## config.mk

```make
export PLATFORM = sky130hd
export DESIGN_NAME = mem_port_arbiter
export DESIGN_NICKNAME = d
export VERILOG_FILES = /design/src/rtl/mem_port_arbiter.sv
export SDC_FILE = /design/constraint.sdc
export NUM_CORES = 1
export LEC_CHECK = 0
export ABC_AREA = 1
export CORE_MARGIN = 2
export CORE_UTILIZATION = 45
export DETAILED_ROUTE_END_ITERATION = 8
export GPL_ROUTABILITY_DRIVEN = 0
export PLACE_DENSITY = 0.79
export SKIP_CTS_REPAIR_TIMING = 1
export SYNTH_ARGS = -nofsm -noshare
export SYNTH_HDL_FRONTEND = slang
export SYNTH_SLANG_ARGS = --single-unit
```

## constraint.sdc

```tcl
create_clock -name clk -period 2.4 [get_ports clk]
set_clock_uncertainty 0.15 [all_clocks]
set_input_delay 0.48 -clock clk [delete_from_list [all_inputs] [get_ports clk]]
set_output_delay 0.48 -clock clk [all_outputs]
set_load 0.01 [all_outputs]
```

## src/rtl/mem_port_arbiter.sv

```systemverilog
// Round-robin arbiter sharing one variable-latency memory bus between a fetch port and a data port.
// It issues one valid/ready bus transaction at a time and returns aligned data or an error completion to the granted port.
module mem_port_arbiter #(
    parameter int TIMEOUT = 255,
    parameter int CNT_W   = 8
) (
    input  logic        clk,
    input  logic        reset_n,
    input  logic        if_req,
    input  logic [31:0] if_addr,
    output logic [31:0] if_rdata,
    output logic        if_done,
    output logic        if_err,
    input  logic        d_req,
    input  logic [31:0] d_addr,
    input  logic        d_we,
    input  logic [1:0]  d_width,
    input  logic        d_sext,
    input  logic [31:0] d_wdata,
    output logic [31:0] d_rdata,
    output logic        d_done,
    output logic        d_err,
    output logic        bus_valid,
    output logic [31:0] bus_addr,
    output logic        bus_we,
    output logic [3:0]  bus_be,
    output logic [31:0] bus_wdata,
    input  logic        bus_ready,
    input  logic [31:0] bus_rdata,
    output logic        busy,
    output logic [1:0]  state_dbg
);

    // Bus handshake: bus_valid rises with bus_addr/bus_we/bus_be/bus_wdata and all of them
    // stay constant until the first rising edge on which bus_ready=1, which both accepts the
    // transaction and delivers bus_rdata; bus_valid is low in the following cycle.

    typedef enum logic [1:0] {
        IDLE = 2'd0,
        BUS  = 2'd1,
        RESP = 2'd2
    } state_t;

    localparam bit               TO_EN   = (TIMEOUT != 0);
    localparam logic [CNT_W-1:0] TO_LAST = CNT_W'(TIMEOUT == 0 ? 0 : TIMEOUT - 1);

    state_t           state;
    logic             last_d;
    logic             gnt_d;
    logic [1:0]       lane;
    logic [1:0]       width;
    logic             sext;
    logic             we;
    logic [CNT_W-1:0] cnt;

    logic             grant_d;
    logic [31:0]      sel_addr;
    logic [1:0]       sel_width;
    logic             sel_we;
    logic             sel_sext;
    logic             sel_bad;
    logic [3:0]       sel_be;
    logic [31:0]      sel_wdata;
    logic [7:0]       rd_byte;
    logic [15:0]      rd_half;
    logic [31:0]      rd_aligned;

    assign state_dbg = state;

    // Data wins a tie unless it was the port granted last.
    always_comb begin
        grant_d   = d_req && (!if_req || !last_d);
        sel_addr  = grant_d ? d_addr : if_addr;
        sel_width = grant_d ? d_width : 2'b10;
        sel_we    = grant_d && d_we;
        sel_sext  = grant_d && d_sext;
        sel_bad   = 1'b0;
        sel_be    = 4'hF;
        sel_wdata = 32'h0;
        case (sel_width)
            2'b00: begin
                sel_be    = 4'b0001 << sel_addr[1:0];
                sel_wdata = {4{d_wdata[7:0]}};
            end
            2'b01: begin
                sel_bad   = sel_addr[0];
                sel_be    = 4'b0011 << sel_addr[1:0];
                sel_wdata = {2{d_wdata[15:0]}};
            end
            2'b10: begin
                sel_bad   = (sel_addr[1:0] != 2'b00);
                sel_wdata = d_wdata;
            end
            default: sel_bad = 1'b1;
        endcase
        if (!sel_we) sel_wdata = 32'h0;
    end

    always_comb begin
        rd_byte = bus_rdata[7:0];
        rd_half = bus_rdata[15:0];
        case (lane)
            2'd1: begin
                rd_byte = bus_rdata[15:8];
                rd_half = bus_rdata[23:8];
            end
            2'd2: begin
                rd_byte = bus_rdata[23:16];
                rd_half = bus_rdata[31:16];
            end
            2'd3: begin
                rd_byte = bus_rdata[31:24];
                rd_half = {8'h00, bus_rdata[31:24]};
            end
            default: ;
        endcase
        case (width)
            2'b00:   rd_aligned = {{24{sext & rd_byte[7]}}, rd_byte};
            2'b01:   rd_aligned = {{16{sext & rd_half[15]}}, rd_half};
            default: rd_aligned = bus_rdata;
        endcase
        if (we) rd_aligned = 32'h0;
    end

    always_ff @(posedge clk or negedge reset_n) begin
        if (!reset_n) begin
            state     <= IDLE;
            last_d    <= 1'b0;
            gnt_d     <= 1'b0;
            lane      <= 2'b00;
            width     <= 2'b00;
            sext      <= 1'b0;
            we        <= 1'b0;
            cnt       <= '0;
            if_rdata  <= 32'h0;
            if_done   <= 1'b0;
            if_err    <= 1'b0;
            d_rdata   <= 32'h0;
            d_done    <= 1'b0;
            d_err     <= 1'b0;
            bus_valid <= 1'b0;
            bus_addr  <= 32'h0;
            bus_we    <= 1'b0;
            bus_be    <= 4'h0;
            bus_wdata <= 32'h0;
            busy      <= 1'b0;
        end else begin
            case (state)
                IDLE: begin
                    if (d_req || if_req) begin
                        gnt_d  <= grant_d;
                        last_d <= grant_d;
                        lane   <= sel_addr[1:0];
                        width  <= sel_width;
                        sext   <= sel_sext;
                        we     <= sel_we;
                        busy   <= 1'b1;
                        if (sel_bad) begin
                            state   <= RESP;
                            d_done  <= grant_d;
                            d_err   <= grant_d;
                            if_done <= !grant_d;
                            if_err  <= !grant_d;
                        end else begin
                            state     <= BUS;
                            cnt       <= '0;
                            bus_valid <= 1'b1;
                            bus_addr  <= {sel_addr[31:2], 2'b00};
                            bus_we    <= sel_we;
                            bus_be    <= sel_be;
                            bus_wdata <= sel_wdata;
                        end
                    end
                end
                BUS: begin
                    if (bus_ready || (TO_EN && cnt == TO_LAST)) begin
                        state     <= RESP;
                        bus_valid <= 1'b0;
                        bus_addr  <= 32'h0;
                        bus_we    <= 1'b0;
                        bus_be    <= 4'h0;
                        bus_wdata <= 32'h0;
                        d_done    <= gnt_d;
                        if_done   <= !gnt_d;
                        d_err     <= gnt_d && !bus_ready;
                        if_err    <= !gnt_d && !bus_ready;
                        if (bus_ready) begin
                            if (gnt_d) d_rdata  <= rd_aligned;
                            else       if_rdata <= bus_rdata;
                        end
                    end else begin
                        cnt <= cnt + 1'b1;
                    end
                end
                RESP: begin
                    state    <= IDLE;
                    busy     <= 1'b0;
                    if_done  <= 1'b0;
                    if_err   <= 1'b0;
                    if_rdata <= 32'h0;
                    d_done   <= 1'b0;
                    d_err    <= 1'b0;
                    d_rdata  <= 32'h0;
                end
                default: begin
                    state <= IDLE;
                    busy  <= 1'b0;
                end
            endcase
        end
    end

endmodule

```

==> results of run 1 <==
==> flip-flops by register name, indices dropped and copies added (netlist names) <==
signal / count
state_dbg: 2
sext: 1
bus_wdata: 32
cnt: 8
width: 2
if_err: 1
bus_valid: 1
bus_addr: 30
if_rdata: 32
busy: 1
d_rdata: 32
d_done: 1
bus_be: 4
lane: 2
we: 1
if_done: 1
bus_we: 1
d_err: 1
gnt_d: 1
==> synth_stat cells (all sizes together), types with 2 or more instances <==
| master | number | share of area |
|---|---|---|
| nand4 | 9 | 0.0069 |
| o21ai | 64 | 0.039 |
| xor2 | 3 | 0.0032 |
| ha | 5 | 0.0077 |
| inv | 58 | 0.027 |
| clkbuf | 38 | 0.018 |
| a21oi | 60 | 0.037 |
| o211ai | 3 | 0.0028 |
| buf | 29 | 0.022 |
| nor2 | 43 | 0.020 |
| nor3 | 10 | 0.0062 |
| nand3b | 2 | 0.0019 |
| xnor2 | 2 | 0.0022 |
| nand3 | 142 | 0.088 |
| dfrtp | 154 | 0.48 |
| o221ai | 7 | 0.0076 |
| o22ai | 10 | 0.0077 |
| nand2 | 473 | 0.22 |
==> area by class of cell <==
cell class              count  area, µm²
repair buffers            330       3310
multi-input cells         840       3720
fillers                  1519       5840
clock inverters            14        184
flip-flops and latches    154       3850
inverters                  59        221
well taps                 229        287
clock buffers              18        429
==> path summary, 6_finish.rpt <==
check	depth (start not counted)	to	slack [ns]
min in group asynchronous	2	d_rdata[6]	0.33
worst max-delay path	9	d_rdata[6]	0.35
worst max register to register	9	d_rdata[6]	0.35
max in group asynchronous	3	bus_addr[22]	1.06
worst min-delay path	2	bus_addr[20]	0.32
worst min register to register	2	bus_addr[20]	0.32
==> power by group through the flow <==
stage / logic (mW) / registers (mW) / clock network (mW)
after floorplan: 3.39 / 4.57 / 0
after global placement: 7.09 / 4.26 / 0
after detailed placement: 7.22 / 4.25 / 0
after CTS: 7.25 / 4.25 / 2.85
after global routing: 7.92 / 4.36 / 2.95
final: 7.26 / 4.26 / 2.82
==> layout by cell type (no fill, tap or decap), types with 7 or more instances in the layout <==
cell type,count
clkdlybuf4s50_1,274
clkbuf_16,17
a21oi_1,60
nand4_1,9
nand2_1,466
nor3_1,10
nor2_1,43
inv_1,56
buf_12,11
o21ai_0,64
nand3_1,141
buf_4,43
o221ai_1,7
o22ai_1,10
dfrtp_1,154
==> stage by stage <==
stage,worst slack (ns),utilization
2_1_floorplan,0.313,-
3_3_place_gp,-0.0294,0.638
3_5_place_dp,-0.0615,0.638
4_1_cts,0.319,0.672
5_1_grt,0.135,0.673
6_report,0.345,0.673
==> routing by layer <==
metal  routed length (µm)  GRT usage
met5                    0          0
met3                 2610     0.0772
met2                12700      0.449
met1                11100      0.369
met4                  789      0.103
==> critical path: cells and delay by family (launching register included) <==
kind            cells  cell delay, ns
simple gates        4            0.37
flops               1            0.39
buf+inv             3            0.59
fa+ha+maj           1            0.20
compound gates      1            0.28
==> kinds of logic (layout without fill, tap and decap cells) <==
logic type                 after synthesis  in the layout
and+or+nand+nor                        680            680
DFF                                    154            154
AOI/OAI and AO/OA                      148            148
buffers and inverters                  126            421
adders and majority gates                5              5
xor gates and xnor gates                 5              5
other                                    1              2
==> qor.csv, run 1 <==
stage,metric,value,unit
outcome,status,finished clean,
final_layout,drive_above_1_share,0.0686,
synth,synthMuxAreaShare,0,
critical_path,critical_path.max_stage_delay,0.39,ns
final_layout,diodes,0,
placed_design,place_area,0.0114,mm²
cts,clock-sinks,154,
synth,synth_flop_cell,dfrtp_1,
synth,synth_top_family_by_area,simple AND/OR/NAND/NOR gates,
cts,clkLatencyLatePin,0.43,ns
synth,ys_ff_latch,154,
floorplanning,die_h,138,µm
timing,setup_viol,0,
route,vias_per_cell,5.33,
synth,syn_area,0.00811,mm²
timing,hold_ws,0.323,ns
pwr,seqPwrFrac,0.297,
placed_design,dpl.cell_count,1611,
pwr,p_int,8.46,mW
critical_path,cp.arrival,2.27,ns
critical_path,crit_chain,"inv_1, ha_2, inv_1, nand2_1, nand2_1, nand2_1, inv_1, o221ai_1, nand2_1",
placed_design,port_buffers,275,
cts,cts_tree,yes,
synth,synthCells,1119,
synth,synth-xor-area-share,0.00540,
floorplanning,fp.dieW,138,µm
critical_path,critPathLaunchType,register,
critical_path,cp.required,2.61,ns
timing,fmax,487,MHz
grt,track_usage,0.281,
floorplanning,ios,278,
synth,synthAdderAreaFrac,0.00771,
critical_path,worst-setup-path-type,register to register,
critical_path,crit_top_cell,nand2_1,
pwr,power.clock.fraction,0.197,
critical_path,crit_path_top_delay_cell,dfrtp_1,
grt,grt_pass1_vias,8289,
floorplanning,coreArea,0.0178,mm²
cts,clkTransAtPathRegs,0.07,ns
pwr,sw_frac_of_total,0.410,
placed_design,hpwl,19600,µm
pwr,leakage,5.93,nW
route,post_drt_wl_per_cell,16.5,µm
synth,ys_async_sr_fraction,1.00,
timing,maxSlewViolCount,0,
timing,rsz0062_at_grt,false,
route,ant_nets,0,
grt,grt_max_degree,53,
synth,synth-edff-count,0,
cts,cts_root_buf,clkbuf_16,
final_layout,stdcell_area,0.0120,mm²
grt,overflow,0,
grt,grt_pass1_wl,43200,µm
critical_path,reg2reg_from,state_dbg[1],
floorplanning,rows,49,
route,drt_first_iter_violations,649,
final_layout,fin_cells,1644,
floorplanning,die_area,0.0191,mm²
pwr,ir_drop,0.861,mV
synth,avgSynthCellArea,7.25,µm²
pwr,power_density,1190,mW/mm²
final_layout,nets,1544,
synth,yosys.area_share.simple,0.346,
critical_path,endpoint_kind,register,
final_layout,area_growth,48.0,%
synth,synth.distinct_cells,32,
route,drt-total-wl,27200,µm
floorplanning,initial_core_util,0.455,
cts,cts_buffers,17,
route,drt_pre_antenna_iters,5,
pwr,p_comb_frac,0.506,
flow_run,drv_cap,0,
route,vias,8758,
synth,synth_warnings,0,
timing,period_share,0.856,
hold_path,hold_start,bus_addr[20],
route,drc,0,
timing,hold_viol_final,0,
grt,antenna_found_initial,0,
cts,clock_path_buffers,2,
cts,htreeDepth,4,
hold_path,hold_path_class,register to register,
synth,ys_seq_area_frac,0.475,
pwr,p_sw,5.88,mW
timing,tns,0,ns
pwr,finalPower,14.3,mW
critical_path,critical_path.max_fanout,11,
timing,min_period,2.05,ns
critical_path,cp-startpoint,state_dbg[1],
synth,synth-compound-area-share,0.0984,
Power figures use the tool's default switching activity.
==> run 2: changes to the inputs <==
--- a/config.mk
+++ b/config.mk
@@ -7,10 +7,10 @@
 export LEC_CHECK = 0
 export ABC_AREA = 1
 export CORE_MARGIN = 2
-export CORE_UTILIZATION = 45
+export CORE_UTILIZATION = 42
 export DETAILED_ROUTE_END_ITERATION = 8
 export GPL_ROUTABILITY_DRIVEN = 0
-export PLACE_DENSITY = 0.79
+export PLACE_DENSITY = 0.78
 export SKIP_CTS_REPAIR_TIMING = 1
 export SYNTH_ARGS = -nofsm -noshare
 export SYNTH_HDL_FRONTEND = slang
==> constraint.sdc (replaced) <==
create_clock -name clk -period 1.7 [get_ports clk]
set_clock_uncertainty 0.15 [all_clocks]
set_input_delay 0.34 -clock clk [delete_from_list [all_inputs] [get_ports clk]]
set_output_delay 0.34 -clock clk [all_outputs]
set_load 0.01 [all_outputs]
==> qor.csv, run 2 (synthesized netlist as in run 1, its figures left out) <==
stage,metric,value,unit
final_layout,top_regs,"bus_wdata x32, d_rdata x32, if_rdata x32",
route,drc,0,
timing,slew_headroom,0.610,
timing,hold_viol_final,0,
final_layout,nets,1663,
route,vias,10400,
timing,min_period,2.04,ns
pwr,leakage,9.19,nW
pwr,ir_drop,1.15,mV
cts,clock_path_buffers,2,
cts,cts_tree,yes,
critical_path,reg2reg_from,state_dbg[0],
critical_path,cp.required,1.92,ns
pwr,power_density,1790,mW/mm²
critical_path,worstReg2RegEnd,bus_wdata[2],
critical_path,worstRegToRegCells,12,
route,ant_nets,0,
final_layout,area_growth,86.2,%
timing,hold_ws,0.203,ns
route,drt_first_iter_violations,1023,
timing,worst_pin_slew,0.585,ns
route,drt-total-wl,38700,µm
final_layout,layout_common_cells,"340 x nand2_1, 150 x dfrtp_1, 140 x dlymetal6s2s_1",
final_layout,drive_above_1_share,0.299,
critical_path,critical_path.max_fanout,7,
placed_design,port_buffers,275,
placed_design,hpwl,20700,µm
critical_path,critical_path.max_stage_delay,0.45,ns
grt,grt_pass1_wl,43800,µm
pwr,finalPower,27.0,mW
outcome,status,finished with violations,
final_layout,fillCellCount,1032,
cts,clock-sinks,154,
flow_run,drv_cap,0,
timing,rsz0062_at_grt,true,
timing,period_share,1.20,
floorplanning,ios,278,
critical_path,crit_path_top_delay_cell,dfrtp_2,
outcome,violations,setup timing,
floorplanning,die_area,0.0204,mm²
timing,fmax,490,MHz
timing,maxSlewViolCount,0,
route,post_drt_wl_per_cell,21.6,µm
cts,clkTransAtPathRegs,0.08,ns
cts,clkLatencyLatePin,0.44,ns
timing,setup_ws,-0.341,ns
floorplanning,rows,50,
grt,track_usage,0.273,
critical_path,crit_top_cell,nand2_2,
timing,setup_viol,153,
floorplanning,initial_core_util,0.431,
final_layout,final_common_cell,nand2_1,
floorplanning,die_h,143,µm
critical_path,endpoint_kind,register,
critical_path,cp_num_buf_inv,5,
critical_path,critical_path.top_delay_family,simple AND/OR/NAND/NOR gates,
placed_design,pre_cts_slack,-0.696,ns
grt,antenna_found_initial,1,
grt,grt_pass1_vias,8556,
critical_path,crit_chain,"inv_2, ha_4, inv_4, nor3_4, nor2_2, nand2_2, clkinv_4, buf_12, nand2_8, clkbuf_16, nand2_2, nand2_1",
cts,cts_buffers,17,
critical_path,r2r_slack,-0.34,ns
critical_path,worst-setup-path-type,register to register,
critical_path,cp.arrival,2.26,ns
cts,cts_root_buf,clkbuf_16,
grt,overflow,0,
cts,htreeDepth,4,
hold_path,hold_path_class,primary input to async pin,
grt,grt_max_degree,58,
route,vias_per_cell,5.82,
critical_path,critPathLaunchType,register,
floorplanning,coreArea,0.0188,mm²
route,drt_pre_antenna_iters,6,
floorplanning,fp.dieW,143,µm
==> run 2: changes by cell type in the layout (fill, tap and decap cells not counted), sizes merged <==
cell,delta
buf,+97
clkbuf,+18
clkdlybuf4s15,+1
clkdlybuf4s50,-141
clkinvlp,+3
diode,+1
dlymetal6s2s,+140
inv,-1
nand2,+1
nand3,+1
==> run 2: metal layers <==
metal,share of wire,global-route usage,up-vias
met5,0,0,-
met4,0.060,0.0954,0
met3,0.11,0.0768,207
met2,0.49,0.438,896
met1,0.34,0.356,4896
li1,-,-,4444
==> run 2: metrics by stage <==
stage | util | TNS [ns] | area, µm² | std cells
2_1_floorplan | - | -3.80 | 8220 | 1120
5_1_grt | 0.802 | -39.01 | 15100 | 1795
3_5_place_dp | 0.634 | -73.24 | 11900 | 1692
6_report | 0.802 | -32.72 | 15100 | 1795
4_1_cts | 0.666 | -44.84 | 12500 | 1724
3_3_place_gp | 0.634 | -66.44 | 11900 | 1692
==> run 2: worst max-delay path by stage <==
stage / from / cells after the start / to
detailed placement: d_req / 11 / cnt[6]
global route: gnt_d / 11 / bus_wdata[28]
floorplan: state_dbg[1] / 12 / bus_addr[18]
finish: state_dbg[0] / 12 / bus_wdata[2]
CTS: state_dbg[0] / 2 / state_dbg[0]
global placement: d_req / 11 / d_err
==> run 2: power by group <==
group / switching [mW] / internal (mW) / leakage, nW
combinational: 8.93 / 7.57 / 6.86
clock: 1.78 / 2.35 / 0.295
sequential: 1.25 / 5.09 / 2.03
==> run 2: final cells by class <==
type,instances,area (µm²),share of cell area
repair buffers,446,5090,0.337
multi-input cells,842,4950,0.328
flip-flops and latches,154,3860,0.255
clock buffers,17,425,0.0282
well taps,260,325,0.0215
inverters,59,254,0.0168
clock inverters,15,189,0.0125
repair inverters,1,8.76,0.000580
diodes,1,2.50,0.000166
==> run 2: worst reg2reg max path: stages, from the launching register on <==
cell and delay [ns]:
dfrtp_2 0.45, inv_2 0.09, ha_4 0.17, inv_4 0.05, nor3_4 0.15, nor2_2 0.07
nand2_2 0.12, clkinv_4 0.12, buf_12 0.15, nand2_8 0.10, clkbuf_16 0.18, nand2_2 0.05
nand2_1 0.11
==> run 3: changes to the inputs <==
--- a/config.mk
+++ b/config.mk
@@ -6,8 +6,8 @@
 export NUM_CORES = 1
 export LEC_CHECK = 0
 export ABC_AREA = 1
-export CORE_MARGIN = 2
 export CORE_UTILIZATION = 42
+export CTS_CLUSTER_DIAMETER = 80
 export DETAILED_ROUTE_END_ITERATION = 8
 export GPL_ROUTABILITY_DRIVEN = 0
 export PLACE_DENSITY = 0.78
==> constraint.sdc (replaced) <==
create_clock -name clk -period 1.7 [get_ports clk]
set_clock_uncertainty 0.15 [all_clocks]
set_input_delay 0.34 -clock clk [delete_from_list [all_inputs] [get_ports clk]]
set_output_delay 0.34 -clock clk [all_outputs]
set_load 0.05 [all_outputs]
==> qor.csv, run 3 (synthesized netlist as in run 1, its figures left out) <==
stage,metric,value,unit
critical_path,endpoint_kind,register,
cts,htreeDepth,4,
cts,clkLatencyLatePin,0.43,ns
flow_run,drv_cap,0,
final_layout,area_growth,83.9,%
final_layout,final_common_cell,nand2_1,
placed_design,pre_cts_slack,-0.651,ns
outcome,violations,setup timing,
cts,cts_root_buf,clkbuf_16,
floorplanning,die_h,141,µm
final_layout,final_util,0.792,
timing,rsz0062_at_grt,true,
floorplanning,rows,50,
route,vias_per_cell,5.82,
pwr,leakage,7.26,nW
critical_path,critical_path.max_fanout,8,
critical_path,critPathLaunchType,register,
grt,grt_pass1_vias,9033,
critical_path,r2r_slack,-0.32,ns
timing,period_share,1.19,
grt,overflow,0,
placed_design,place_area,0.0134,mm²
final_layout,top_regs,"bus_wdata x32, d_rdata x32, if_rdata x32",
placed_design,port_buffers,275,
final_layout,stdcell_area,0.0149,mm²
cts,clock_path_buffers,2,
grt,grt_pass1_wl,46900,µm
route,drt-total-wl,36900,µm
critical_path,cp.arrival,2.25,ns
critical_path,worstReg2RegEnd,bus_wdata[28],
pwr,power_density,2110,mW/mm²
route,drc,0,
critical_path,reg2reg_from,gnt_d,
route,vias,10200,
hold_path,hold_path_class,primary input to async pin,
cts,clkTransAtPathRegs,0.07,ns
timing,hold_viol_final,0,
timing,fmax,496,MHz
cts,clock-sinks,154,
critical_path,worst-setup-path-type,register to register,
grt,track_usage,0.305,
floorplanning,fp.dieW,141,µm
timing,setup_ws,-0.315,ns
floorplanning,coreArea,0.0188,mm²
final_layout,layout_common_cells,"402 x nand2_1, 156 x buf_12, 152 x dfrtp_1",
timing,min_period,2.02,ns
final_layout,drive_above_1_share,0.290,
placed_design,hpwl,22000,µm
grt,antenna_found_initial,2,
outcome,status,finished with violations,
route,drt_first_iter_violations,1109,
cts,cts_tree,yes,
pwr,ir_drop,1.28,mV
grt,grt_max_degree,69,
route,post_drt_wl_per_cell,21.1,µm
critical_path,cp.required,1.93,ns
timing,maxSlewViolCount,0,
route,drt_pre_antenna_iters,7,
critical_path,worstRegToRegCells,11,
floorplanning,initial_core_util,0.431,
cts,cts_buffers,17,
timing,setup_viol,115,
route,ant_nets,0,
floorplanning,ios,278,
final_layout,nets,1619,
floorplanning,die_area,0.0199,mm²
==> run 3: changes by cell type in the layout (fill, tap and decap cells not counted), moves of 7 or more <==
cell / previous run / this run
buf_12: 23 / 156
nand3_1: 80 / 131
a21oi_2: 16 / 3
nand3_4: 9 / 1
nand2_1: 340 / 402
nand2_4: 45 / 14
a21oi_1: 41 / 56
nand2_2: 84 / 55
dlymetal6s2s_1: 140 / 2
buf_4: 105 / 84
nand3_2: 54 / 10
nor3_1: 7 / 0
==> run 3: power breakdown <==
part,internal (mW),switching [mW]
clock,2.12,1.79
sequential,5.08,1.81
combinational,9.16,11.6
total,16.4,15.2
==> run 3: final cells by class <==
cell class	count	area, µm²
Tap cell	260	325
Antenna cell	2	5.00
Inverter	59	249
Sequential cell	154	3860
Fill cell	1070	3910
Multi-Input combinational cell	841	4250
Clock buffer	18	439
Timing Repair Buffer	404	5630
Clock inverter	14	155
==> run 3: how the worst max path moves through the flow <==
stage,startpoint,end,cells after the start
finish,gnt_d,bus_wdata[28],11
detailed placement,if_req,bus_we,13
floorplan,state_dbg[1],cnt[0],9
CTS,d_req,bus_we,12
global placement,if_req,bus_addr[16],13
global route,gnt_d,bus_wdata[28],11
==> run 3: routing by layer <==
layer,vias up,track usage,wire (µm)
li1,4353,-,-
met1,4764,0.370,12600
met2,851,0.502,17600
met3,225,0.0907,4340
met4,0,0.135,2360
met5,-,0,0
==> run 3: critical path, cell delays in order, from the launching register on <==
cell     delay [ns]
dfrtp_1        0.43
nand2_4        0.15
nand3_2        0.15
buf_4          0.20
nor2_2         0.12
buf_4          0.20
nand2_1        0.10
nand3_1        0.10
nand2_1        0.07
nor2_1         0.14
nand2_1        0.08
nand2_1        0.06
==> run 3: per-stage QoR <==
stage | hold slack, ns | total power, mW | setup TNS, ns | cells
after CTS | -0.267 | 28.5 | -18.50 | 1722
after global routing | 0.340 | 32.6 | -33.11 | 1751
final | 0.302 | 31.5 | -25.44 | 1752
after global placement | 0.191 | 24.2 | -59.16 | 1690
after floorplan | -0.106 | 15.6 | -13.78 | 1120
after detailed placement | 0.187 | 24.6 | -65.93 | 1690
